==> src/rtl/reg_file_ops.sv <==
// -----------------------------------------------------------------------------
// reg_file_ops
//   General-purpose register file with DEPTH registers of WIDTH bits each.
//   Two combinational read ports supply the operand-select mux (A -> in0,
//   B -> in1). One write port applies a per-cycle register function to a
//   single addressed register on the rising clock edge.
//
// Ports
//   clk        rising-edge clock
//   rst_n      asynchronous active-low reset: clears every register and wrap
//   wr_en      1 = apply funsel to register wr_addr on this edge
//   wr_addr    target register index
//   funsel     00 clear, 01 load wr_data, 10 increment, 11 decrement
//   wr_data    load value (used only for funsel = 01)
//   rd_addr_a  read port A index
//   rd_addr_b  read port B index
//   out_a      reg[rd_addr_a], combinational
//   out_b      reg[rd_addr_b], combinational
//   wrap       one-cycle registered pulse: the last edge's inc/dec wrapped
// -----------------------------------------------------------------------------
module reg_file_ops #(
    parameter int WIDTH  = 8,
    parameter int DEPTH  = 8,
    parameter int ADDR_W = 3
) (
    input  logic              clk,
    input  logic              rst_n,
    input  logic              wr_en,
    input  logic [ADDR_W-1:0] wr_addr,
    input  logic [1:0]        funsel,
    input  logic [WIDTH-1:0]  wr_data,
    input  logic [ADDR_W-1:0] rd_addr_a,
    input  logic [ADDR_W-1:0] rd_addr_b,
    output logic [WIDTH-1:0]  out_a,
    output logic [WIDTH-1:0]  out_b,
    output logic              wrap
);

    localparam logic [1:0] FN_CLR = 2'b00;
    localparam logic [1:0] FN_LD  = 2'b01;
    localparam logic [1:0] FN_INC = 2'b10;
    localparam logic [1:0] FN_DEC = 2'b11;

    // Flattened view of every register, gathered from the per-register blocks.
    logic [WIDTH-1:0] w_regs [DEPTH];

    logic [WIDTH-1:0] w_cur;
    logic [WIDTH-1:0] w_next;
    logic             w_wrap_next;
    logic             r_wrap;

    // Only one register is written per edge, so the function unit is shared
    // and operates on the currently addressed register.
    assign w_cur = w_regs[wr_addr];

    always_comb begin
        w_next      = w_cur;
        w_wrap_next = 1'b0;
        case (funsel)
            FN_CLR: w_next = '0;
            FN_LD:  w_next = wr_data;
            FN_INC: begin
                w_next      = w_cur + WIDTH'(1);
                w_wrap_next = (w_cur == {WIDTH{1'b1}});
            end
            FN_DEC: begin
                w_next      = w_cur - WIDTH'(1);
                w_wrap_next = (w_cur == '0);
            end
            default: w_next = w_cur;
        endcase
    end

    // One flop bank per register; each only captures when it is addressed.
    genvar gi;
    generate
        for (gi = 0; gi < DEPTH; gi++) begin : g_reg
            logic [WIDTH-1:0] r_q;

            always_ff @(posedge clk or negedge rst_n) begin
                if (!rst_n) begin
                    r_q <= '0;
                end else if (wr_en && (wr_addr == ADDR_W'(gi))) begin
                    r_q <= w_next;
                end
            end

            assign w_regs[gi] = r_q;
        end
    endgenerate

    // wrap is re-evaluated on every edge, so it self-clears after one cycle
    // and is 0 on idle, clear and load edges.
    always_ff @(posedge clk or negedge rst_n) begin
        if (!rst_n) begin
            r_wrap <= 1'b0;
        end else begin
            r_wrap <= wr_en & w_wrap_next;
        end
    end

    // No write bypass: reads see the array contents before the edge.
    assign out_a = w_regs[rd_addr_a];
    assign out_b = w_regs[rd_addr_b];
    assign wrap  = r_wrap;

endmodule
==> config.mk <==
export PLATFORM = sky130hd
export DESIGN_NAME = reg_file_ops
export DESIGN_NICKNAME = d
export VERILOG_FILES = /design/src/rtl/reg_file_ops.sv
export SDC_FILE = /design/constraint.sdc
export NUM_CORES = 1
export LEC_CHECK = 0
export CAP_MARGIN = 20
export CORE_MARGIN = 2
export CORE_UTILIZATION = 50
export DETAILED_ROUTE_END_ITERATION = 7
export GPL_TIMING_DRIVEN = 0
export PLACE_DENSITY_LB_ADDON = 0.25
export REMOVE_ABC_BUFFERS = 1
export SLEW_MARGIN = 20
export SYNTH_ARGS = -nofsm -noshare
export SYNTH_HDL_FRONTEND = slang
export SYNTH_SLANG_ARGS = --single-unit
==> constraint.sdc <==
create_clock -name clk -period 5.7 [get_ports clk]
set_input_delay 0.855 -clock clk [delete_from_list [all_inputs] [get_ports clk]]
set_output_delay 0.855 -clock clk [all_outputs]
set_load 0.01 [all_outputs]
==> results of run 1 <==
## state kept, by name, indices dropped and copies added, names as in the netlist
name / count
wrap: 1
g.r_q: 64
## layer usage
layer / vias to the layer above / global-route usage / share of wire
met1: 1809 / 0.378 / 0.43
met3: 35 / 0.0511 / 0.074
met4: 0 / 0.113 / 0.035
li1: 1700 / - / -
met5: - / 0 / 0
met2: 178 / 0.418 / 0.46
## cell usage in the layout, fill, tap and decap left out, types with 2 or more instances in the layout
master            n
nand2b_1          3
mux2_2           20
o21ai_0          42
clkbuf_8         10
xor2_1            2
and2_1            3
clkdlybuf4s50_1  34
a2bb2oi_1         3
mux4_2           35
nand4_1           2
dfrtp_1          65
o21bai_1          2
or4_1             2
clkinv_2          2
nand3_1           6
buf_2             3
mux4_1            2
clkbuf_1          3
o22ai_1           2
o21ai_1           8
nor2_1           42
a21oi_1          26
a211oi_1          2
inv_1             9
nand2_1          65
nor3_1            2
nor2b_1           5
a22oi_1           5
mux2i_1          17
ha_1              6
a31oi_1           9
and3_1            2
a21o_1            3
## area by class of cell
| cell class | count | area share |
|---|---|---|
| clock buffer | 13 | 0.0293 |
| inverter | 9 | 0.00665 |
| tap | 108 | 0.0266 |
| clock inverter | 3 | 0.00788 |
| sequential | 65 | 0.320 |
| timing repair buffer | 40 | 0.0807 |
| multi-input combinational | 341 | 0.529 |
## logic make-up after synthesis
group,Yosys count
simple gates,140
compound gates,117
mux,74
flops,65
buf+inv,33
fa+ha+maj,7
xor+xnor,3
## final timing paths
| kind | start | slack [ns] | end |
|---|---|---|---|
| min reg2reg | g_reg[0].r_q[4] | 0.54 | g_reg[0].r_q[4] |
| max reg2reg | g_reg[3].r_q[1] | 2.18 | g_reg[3].r_q[4] |
| max | wr_addr[1] | 1.15 | g_reg[4].r_q[7] |
| min in group clk | g_reg[0].r_q[4] | 0.54 | g_reg[0].r_q[4] |
| max in group asynchronous | rst_n | 4.79 | g_reg[6].r_q[7] |
| min | rst_n | 0.38 | g_reg[0].r_q[1] |
## worst max-delay path: stages
cell	delay, ns
clkdlybuf4s50_1	0.92
inv_1	0.33
or4_1	0.57
o21ai_0	0.09
nor2_1	0.09
ha_1	0.36
a21o_1	0.24
nor2b_1	0.15
a211oi_1	0.24
a21boi_0	0.12
mux2i_1	0.58
a31oi_1	0.18
## synthesized netlist by cell type, drive strengths merged, types with 5 or more instances
library cell   n
buf           13
nor2b          5
a31oi          9
inv            9
a22oi          6
clkbuf        11
a21oi         26
nand3          6
mux2i         17
nor2          43
mux4          37
mux2          20
nand2         65
dfrtp         65
o21ai         50
ha             6
## metrics by stage
stage | cells | util | hold WS (ns) | worst slack (ns) | area (um2)
6_report | 579 | 0.586 | 0.381 | 1.15 | 5080
5_1_grt | 579 | 0.586 | 0.395 | 0.779 | 5080
4_1_cts | 579 | 0.585 | 0.394 | 1.19 | 5080
3_5_place_dp | 563 | 0.564 | 0.518 | 0.844 | 4890
3_3_place_gp | 561 | 0.560 | 0.500 | -0.0642 | 4860
2_1_floorplan | 415 | - | 0.474 | 2.40 | 4350
## power groups by stage
stage               sequential [mW]  combinational (mW)  clock [mW]
CTS                           0.712               0.710       0.397
detailed placement            0.719               0.705           0
global placement              0.704               0.686           0
global route                  0.736               0.780       0.420
floorplan                     0.678               0.476           0
finish                        0.716               0.710       0.397
==> impl_results.md, run 1 <==
* Post-CTS Setup Bufs at 0
* Pwr Total at approximately 1.8 mW
* Initial antenna violation count at 0
* Hold Buf Count CTS at 0
* GPL Wtd Cong at approximately 0.87
* CP required at slightly below 6 ns
* Post-DP HPWL at 8.60 mm
* Switching portion of total power at 0.355
* # rows at 34
* Unrepaired setup endpoints after global routing: false
* Hold crit path type: in -> async
* Via count at around 3700
* Crit path kind: in -> reg
* GRT Total Usage at 0.270
* XOR/XNOR Fraction of Synth Area at 0.00588
* Syn avg cell area at 10.2 um2
* Pre-Repair DR Iteration Count at 6
* Congestion Overflow GR at 0
* Clock slew at reported path FFs at 0.08 ns
* Post-cts sizing count at 0
* Routed vias/inst at 6.43
* Post-Synth Simple-Gate Area at 0.137
* I/O pins at 39
* Final critical-path share of the clock period at 0.799
* Largest net degree at the start of global routing at 46
* Core area at approximately 8700 um2
* Post-Syn Instances at between 400 and 500
* Max Fclk at ~220 MHz
* FF-to-FF path depth at 9
* CTS Buf Count at 9
* Worst IR Drop VDD at around 0.17 mV
* First-pass GRT wire length at 20.1 mm
* Chip Height at a little under 100 um
* EDFF count, synth at 0
* Synth Register Bits at 65
* Logic pwr share at 0.389
* Setup TNS Final at 0 ns
* Int Pwr at 1.18 mW
* CTS Root Cell: clkbuf_8
* CTS tree: yes
* Nets@finish at 495
* Max-slew headroom at 0.340
* Max_cap viols at 0
* CP Capture Type: flip-flop
* Fraction of layout cells with a size suffix above 1 at 0.174
* Mux share of post-synthesis cell area at 0.277
* Worst Setup Start Kind: input port
* CP max FO at 17
* YS warnings at 0
* NetSw at 648 uW
* Compound-Gate Fraction of Synth Area at 0.160
* Adder-cell share of the synthesized area at 0.0213
* Fillers at 770
* Largest family of logic cells by synthesized area: multiplexers
* # setup viols final at 0
* Sequential group share of total power at 0.393
* Status: finished clean
* Post-Route WL at 12.4 mm
* Top_reg_cell synth: dfrtp_1
* H-tree Lvls at 3
* Fin Clk Skew at around 0.014 ns
* Synth top area share at 0.364
* Storage cell area at 1630 um2
* Sequential area share after synthesis at 0.364
* Power density over cell area at 359 nW/um2
* Critical Path AT at 4.75 ns
* Measured slew at the worst slew-check pin at 0.987 ns
* Footprint of the multi-input gates at 2690 um2
* Max Root-Sink Buffers at 2
* Clock network fraction of design power at 0.218
* Post-synthesis cell area at 4470 um2
* Final Hold Fails at 0
* Ys async rst share at 1.00
* Clk sinks at 65
* Worst-skew pair later-pin latency at 0.35 ns
* Vias in the first global route at 3778
* DRC viols at 0
* Port bufs at 38
* Final Critical Period at approximately 4.6 ns
* Ant diodes at 0
* DIE AREA at 9710 um2
* Pleak at 2.08 nW
* Yosys cell types at 57
* Top cells by area, synth: dfrtp_1 36%, mux4_2 18%, nand2_1 5.5%
* Die X at 98.5 um
* Starting DRT DRC Count at 353
* Avg WL per Cell at 21.3 um
* Final ANT Viol Nets at 0
* Slew Viols, Final at 0
* Initial core utilization at 0.515
* Area growth from synthesis to layout at 13.7%
* Synth area leader: dfrtp_1
Note: power is estimated with default switching activity, not from simulation.
==> run 2, diff against run 1 <==
clock period = 4.3 ns   (was 5.7 ns; I/O delays follow)
==> impl_results.md, run 2 (same netlist as run 1, synthesis figures left out) <==
* Status: finished clean
* CTS Root Cell: clkbuf_8
* Commonest non-fill, non-tap cells in the layout: 65 x nand2_1, 65 x dfrtp_1, 42 x nor2_1, 42 x o21ai_0, 35 x mux4_2
* Pre-Repair DR Iteration Count at 5 (-1)
* Final critical-path share of the clock period at 0.958
* Crit path kind: in -> reg
* Largest net degree at the start of global routing at 46 (unchanged)
* Via count at 3693 (-0.78%)
* GPL Wtd Cong at 0.874 (unchanged)
* Vias in the first global route at 3778 (unchanged)
* Power density over cell area at 475 nW/um2 (+33%)
* Final ANT Viol Nets at 0 (unchanged)
* GRT Total Usage at 0.270 (unchanged)
* Worst IR Drop VDD at 0.228 mV (+32%)
* Critical Path AT at 4.31 ns (-0.44 ns)
* Largest Register: g.r_q
* CP required at 4.49 ns (-1.40 ns)
* Max Fclk at 243 MHz
* Ant diodes at 0 (unchanged)
* Post-CTS Setup Bufs at 0 (unchanged)
* Max reg flops at 64 (unchanged)
* Max-slew headroom at 0.341 (+0.00107)
* Slew Viols, Final at 0 (unchanged)
* Pleak at 2.09 nW (+0.41%)
* Avg WL per Cell at 21.4 um (+0.23%)
* DRC viols at 0 (unchanged)
* Nets@finish at 495 (unchanged)
* Measured slew at the worst slew-check pin at 0.985 ns (-0.00160 ns)
* H-tree Lvls at 3 (unchanged)
* Die X at 98.5 um (unchanged)
* Post-Route WL at 12.4 mm (+0.23%)
* CP Capture Type: flip-flop
* DIE AREA at 9710 um2 (unchanged)
* Dpl cell area at 4890 um2 (unchanged)
* Unrepaired setup endpoints after global routing: false
* Clk sinks at 65 (unchanged)
* Congestion Overflow GR at 0 (unchanged)
* Post-route cell area at 5090 um2 (+0.22%)
* Fraction of layout cells with a size suffix above 1 at 0.178 (+0.00425)
* # rows at 34 (unchanged)
* Max_cap viols at 0 (unchanged)
* Setup TNS Final at 0 ns (unchanged)
* Worst-skew pair later-pin latency at 0.35 ns (about the same)
* CP max FO at 19 (+2)
* Initial antenna violation count at 0 (unchanged)
* Chip Height at 98.5 um (unchanged)
* Initial core utilization at 0.515 (unchanged)
* # setup viols final at 0 (unchanged)
* Hold crit path type: in -> async
* Max Root-Sink Buffers at 2 (unchanged)
* Worst Setup Start Kind: input port
* Area growth from synthesis to layout at 14.0%
* Core area at 8680 um2 (unchanged)
* Routed vias/inst at 6.38 (-0.78%)
* CTS tree: yes
* Final core occ at 0.587 (+0.00130)
* Clock slew at reported path FFs at 0.08 ns (about the same)
* Final Hold Fails at 0 (unchanged)
* CTS Buf Count at 9 (unchanged)
* I/O pins at 39 (unchanged)
* First-pass GRT wire length at 20.1 mm (unchanged)
* Port bufs at 38 (unchanged)
* Starting DRT DRC Count at 384 (+8.8%)
* Post-DP HPWL at 8.60 mm (unchanged)
* Final Critical Period at 4.12 ns
* Fin Clk Skew at 0.0135 ns (-0.000247 ns)
==> run 2: per-stage QoR <==
step                      hold slack (ns)  instances  setup slack [ns]  power [mW]
after CTS                           0.184        579           0.00243        2.41
after global routing                0.185        579            0.0282        2.57
final                               0.174        579             0.180        2.42
after detailed placement            0.518        563            -0.346        1.89
after global placement              0.500        561             -1.25        1.84
after floorplan                     0.349        415              1.21        1.53
==> run 2: area by class of cell <==
type | count | area [um2]
well taps | 108 | 135
multi-input cells | 341 | 2700
fillers | 770 | 3580
clock inverters | 3 | 40.0
inverters | 9 | 33.8
repair buffers | 40 | 413
flip-flops and latches | 65 | 1630
clock buffers | 13 | 149
==> run 2: critical path: stages <==
cell	delay, ns
clkdlybuf4s50_1	0.93
mux4_1	0.42
mux2i_1	0.45
inv_1	0.18
fa_1	0.49
a21o_1	0.18
a21oi_1	0.21
o21bai_1	0.12
mux2i_1	0.14
and3_1	0.41
a21oi_1	0.13
==> run 2: power breakdown <==
| part | total [mW] | internal [mW] | leakage [nW] | switching (mW) |
|---|---|---|---|---|
| Combinational | 0.948 | 0.500 | 1.20 | 0.448 |
| Sequential | 0.949 | 0.779 | 0.794 | 0.170 |
| Clock | 0.526 | 0.283 | 0.0974 | 0.243 |
| Total | 2.42 | 1.56 | 2.09 | 0.861 |
==> run 2: worst paths after layout <==
check | start | endpoint | slack (ns) | cells past startpoint
max in group asynchronous | rst_n | g_reg[6].r_q[7] | 3.60 | 2
worst min register to register | g_reg[4].r_q[1] | g_reg[4].r_q[1] | 0.53 | 2
worst min-delay path | rst_n | g_reg[0].r_q[1] | 0.17 | 1
min in group clk | g_reg[4].r_q[1] | g_reg[4].r_q[1] | 0.53 | 2
worst max-delay path | wr_addr[2] | g_reg[2].r_q[6] | 0.18 | 11
worst max register to register | g_reg[3].r_q[1] | g_reg[2].r_q[6] | 0.89 | 10
==> run 2: repair_timing <==
item	in CTS	in global routing
hold buffers	0	0
endpoints found under the setup margin	0	24
gates resized for setup	0	4
hold endpoints to repair	0	0
==> run 2: routing by layer <==
layer	track usage	wire, um	up-vias
met1	0.378	5300	1804
met4	0.113	391	0
li1	-	-	1700
met5	0	0	-
met3	0.0511	923	27
met2	0.418	5770	162
